--- src/rtl/pipe_delay_line.sv ---
// pipe_delay_line: DEPTH-stage register chain carrying a data word and a valid tag.
// Every enabled cycle shifts the chain by one stage. Flush inserts bubbles in every
// stage. occupancy counts the valid stages.
//
// Ports:
//   clk        - clock; all state updates on the rising edge
//   reset      - synchronous active-high reset (priority over flush and en)
//   en         - advance enable; 0 holds every stage
//   flush      - synchronous clear of all stages (priority over en)
//   in_data    - data entering stage 0
//   in_valid   - valid tag for in_data
//   out_data   - data of stage DEPTH-1, driven straight from the register
//   out_valid  - valid tag of stage DEPTH-1, driven straight from the register
//   occupancy  - number of valid stages, 0..DEPTH
module pipe_delay_line #(
   parameter int unsigned       WIDTH       = 32,
   parameter int unsigned       DEPTH       = 3,
   parameter logic [WIDTH-1:0]  FLUSH_VALUE = '0
) (
   input  logic                       clk,
   input  logic                       reset,
   input  logic                       en,
   input  logic                       flush,
   input  logic [WIDTH-1:0]           in_data,
   input  logic                       in_valid,
   output logic [WIDTH-1:0]           out_data,
   output logic                       out_valid,
   output logic [$clog2(DEPTH+1)-1:0] occupancy
);

   localparam int unsigned OccW = $clog2(DEPTH + 1);

   logic [DEPTH-1:0][WIDTH-1:0] data_q, data_d;
   logic [DEPTH-1:0]            valid_q, valid_d;
   logic [OccW-1:0]             occ_q, occ_d;

   always_comb begin
      data_d  = data_q;
      valid_d = valid_q;
      occ_d   = occ_q;
      if (flush) begin
         data_d  = {DEPTH{FLUSH_VALUE}};
         valid_d = '0;
         occ_d   = '0;
      end else if (en) begin
         // Data moves regardless of its valid tag; bubbles keep their data bits.
         data_d[0]  = in_data;
         valid_d[0] = in_valid;
         for (int unsigned k = 1; k < DEPTH; k++) begin
            data_d[k]  = data_q[k-1];
            valid_d[k] = valid_q[k-1];
         end
         // One word in, one word out per shift: count stays equal to popcount(valid).
         occ_d = occ_q + OccW'(in_valid) - OccW'(valid_q[DEPTH-1]);
      end
   end

   always_ff @(posedge clk) begin
      if (reset) begin
         data_q  <= {DEPTH{FLUSH_VALUE}};
         valid_q <= '0;
         occ_q   <= '0;
      end else begin
         data_q  <= data_d;
         valid_q <= valid_d;
         occ_q   <= occ_d;
      end
   end

   assign out_data  = data_q[DEPTH-1];
   assign out_valid = valid_q[DEPTH-1];
   assign occupancy = occ_q;

endmodule

--- config.mk ---
export PLATFORM = sky130hd
export DESIGN_NAME = pipe_delay_line
export DESIGN_NICKNAME = d
export VERILOG_FILES = /design/src/rtl/pipe_delay_line.sv
export SDC_FILE = /design/constraint.sdc
export NUM_CORES = 1
export LEC_CHECK = 0
export CAP_MARGIN = 20
export CORE_MARGIN = 1.5
export CORE_UTILIZATION = 55
export CTS_CLUSTER_SIZE = 10
export DETAILED_ROUTE_END_ITERATION = 12
export PLACE_DENSITY_LB_ADDON = 0.08
export SLEW_MARGIN = 5
export SYNTH_ARGS = -nofsm -noshare
export SYNTH_HDL_FRONTEND = slang
export SYNTH_SLANG_ARGS = --single-unit
--- constraint.sdc ---
create_clock -name clk -period 2.9 [get_ports clk]
set_input_delay 0.87 -clock clk [delete_from_list [all_inputs] [get_ports clk]]
set_output_delay 0.87 -clock clk [all_outputs]
set_load 0.02 [all_outputs]
Yosys cells after proc, flatten, opt, wreduce, memory -nomap -nowiden:

Cells that the tools add are included.
W data, S select, Z words.

* multiplexer cells: 0
* magnitude comparators: 0
* $add $sub $neg: 2
* bitwise gates (word level): 0
* equality and inequality tests: 0
* reductions and logical operators: 1
* divide/modulo/power cells: 0
* $mul: 0
* shift-type cells: 0

Operator list (number)
* $add A2 B1 Y2: 1
* $reduce_or A2 Y1: 1
* $sub A2 B1 Y2: 1

* input port bits: 37
* bits in read-only memories: 0
* memories: 0
* register bits: 101
* RAM bits: 0
* bits in latches: 0
* output and inout bits: 35
* word-level logic and storage cells: 8

Depth between registers and ports, before layout:

* depth after elaboration: 2
* gate-level depth with buffers: 7
* depth with buffers taken out: 7

Worst setup path after synthesis:

Ideal clock, no wire load.

* path type: input port to flip-flop
* from: input port in_valid
* to: register occ_q[1], in the netlist occupancy[1]
* slack: 1.230 ns
* setup time: 0.123 ns
* stages on the path: 4
* buffers on the path: 0
* required time: 2.777 ns
* arrival time: 1.547 ns
* path through: ha_1 xor2_1 nand2_1 mux2_1

* longest elaborated chain between the ends: 2

Ends and longest elaborated chain
* start: declaration: RTL line 25 `input logic in_valid,`
* $add A2 B1 Y2: RTL line 54 `occ_d = occ_q + OccW'(in_valid) - OccW'(valid_q[DEPTH-1]);`
* $sub A2 B1 Y2: RTL line 54
* end signal: assignment: RTL line 62 `occ_q <= '0;`
* end signal: assignment: RTL line 66 `occ_q <= occ_d;`
* end: declaration: RTL line 35 `logic [OccW-1:0] occ_q, occ_d;`

Every way passes these cells.
A chain may end at the register's enable or synchronous reset.

Worst setup path in the final report:

* from: register valid_q[2]
* to: output port out_valid

RTL lines
* start: declaration: RTL line 34 `logic [DEPTH-1:0] valid_q, valid_d;`
* start signal: assignment: RTL line 65 `valid_q <= valid_d;`
* end: declaration: RTL line 27 `output logic out_valid,`

No word-level cell between the ends.

==> run metrics <==
clock sink total 101; drt drc 0; met2 Use GR 0.257; CTS tree done; fill count 558; layout cells sized above 1 0.0568; commonest non-fill, non-tap cell in the layout nor2_1; Clock transition at path regs 0.09 ns; Hold Path Sink out_data[19]; Overall Power 2360 uW; status completed; r2r startpoint occupancy[0]; grt peak-use layer met2; most frequent cells in the layout nor2_1, dfxtp_1, mux2i_1; fin worst setup slack 0.691 ns; Yosys warning total 0; Syn Nets 405; M1 GR Usage 0.186; initial antenna violation count 0; Placement Setup Slack 0.708 ns; number of top-level pins 72; first-pass GRT wire length 9260 um; via count 2348; Fin Clk Skew 0.00813 ns; Post-Syn Area 3880 um^2; Largest stage delay, worst path 0.62 ns; fin. max-slew vios 0; Worst Min Path Start out_data[19]; number of global-route vias before repair 2059; die span in y 87.0 um; net total in the final layout 440; GPL Wtd Cong 0.682; R2R Setup Slk 1.39 ns; Hold Vio Cnt, Final 0; # resized after CTS 0; Worst Path Max Fanout 3; Post-Synthesis Cells 366; Tcrit/Tclk final 0.762; Finished Core Util 0.673; maxcap violations 0; final WL 5740 um; # H-tree levels 3; Reg2Reg Depth 7; drt first pass iters 4; Max clock buf depth 2; Hold Crit Class reg -> reg; sequential area share after synthesis 0.521; Peak Freq 453 MHz; CTS root buf clkbuf_8; post-CTS setup buffers 0; fin area 4570 um^2; antenna-violating nets left 0; worst path arrival time 1.34 ns; Critical R2R Capture occupancy[1]; Seq cells post-synth 101; placed inst area 4410 um^2; CP max stage cell clkdlybuf4s50_1; setup_tns 0 ns; die width 87.0 um; ANT cells 0; Crit Path Category reg -> out; DR vias/cell 4.69; Slew HR 0.631; RSZ-0062 raised after global routing false; row count 30; pwr dens 516 nW/um^2; WP buf/inv 1; Skew-Pair Late Insertion Delay 0.35 ns; Hold Path Cell Cnt 2; Yosys cell types 12; CP startpoint kind flop; worst path cell trace clkdlybuf4s50_1; IR drop worst, VDD 362 uV; Avg WL per Cell 11.4 um; Initial Utilization 0.571; die area 7570 um^2; DR iter-0 viols 55; Pleak 0.00192 uW; mean post-synth cell area 10.6 um^2; Tot GR Track Use 0.158; Slew @ Worst Pin 0.554 ns; Setup Viol. Count Final 0; GRT overflow 0; met3 usage 0.0701; # hold bufs at CTS 0; PortBufs 71; CP top delay family buffers and inverters; Worst Path Required 2.03 ns; Final min period 2.21 ns; largest net degree at the start of global routing 61; Worst setup EP type output pin; area growth from synthesis to layout 17.8%; core area 6790 um^2; dpl hpwl 3830 um; TritonCTS buffer count 9
==> kinds of logic after synthesis <==
family | after synthesis | share of synthesized area
xor+xnor | 1 | 0.00226
fa+ha+maj | 2 | 0.00644
buf+inv | 57 | 0.108
flops | 101 | 0.521
mux | 101 | 0.261
simple gates | 104 | 0.102
==> power breakdown <==
part | leakage [uW] | switching (uW) | internal [uW]
registers | 0.000817 | 9.92 | 1410
clock network | 0.0000812 | 428 | 328
logic | 0.00102 | 81.5 | 105
total | 0.00192 | 520 | 1840
==> synth_stat cells <==
cell     count  area (um^2)
nand2_1      1         3.75
nor2_1     102          383
buf_2        2         10.0
or2_4        1         8.76
buf_6        2         22.5
buf_4       50          375
xor2_1       1         8.76
dfxtp_1    101         2020
ha_1         2         25.0
mux2_1       1         11.3
inv_1        3         11.3
mux2i_1    100         1000
==> layer usage <==
metal / part of all wire / vias up
met5: 0 / -
met3: 0.059 / 6
li1: - / 1229
met4: 0.011 / 0
met1: 0.46 / 1063
met2: 0.47 / 50
==> metrics by stage <==
stage	instances	hold slack, ns
3_5_place_dp	486	0.482
5_1_grt	501	0.522
2_1_floorplan	366	0.460
6_report	501	0.494
3_3_place_gp	486	0.469
4_1_cts	501	0.502
==> area by class of cell <==
class                      count  area, um^2  share of cell area
multi-input combinational    208        1440               0.315
clock inverter                 4        25.0             0.00547
timing repair buffer          78         811               0.177
clock buffer                  11         141              0.0309
tap                           96         120              0.0263
inverter                       3        11.3             0.00246
sequential                   101        2020               0.442
==> registers in the layout, summed over array words and instances (netlist names) <==
name,count
data_q,64
occupancy,2
out_data,32
valid_q,3
==> worst max path at each step <==
| stage | to | slack (ns) | cells after the start | start |
|---|---|---|---|---|
| after global placement | occupancy[1] | 0.74 | 5 | in_valid |
| after detailed placement | occupancy[1] | 0.71 | 5 | in_valid |
| after CTS | out_valid | 0.66 | 1 | valid_q[2] |
| final | out_valid | 0.69 | 1 | valid_q[2] |
| after floorplan | occupancy[1] | 1.23 | 4 | in_valid |
| after global routing | occupancy[1] | 0.61 | 1 | occupancy[1] |
(Power assumes the default switching activity.)
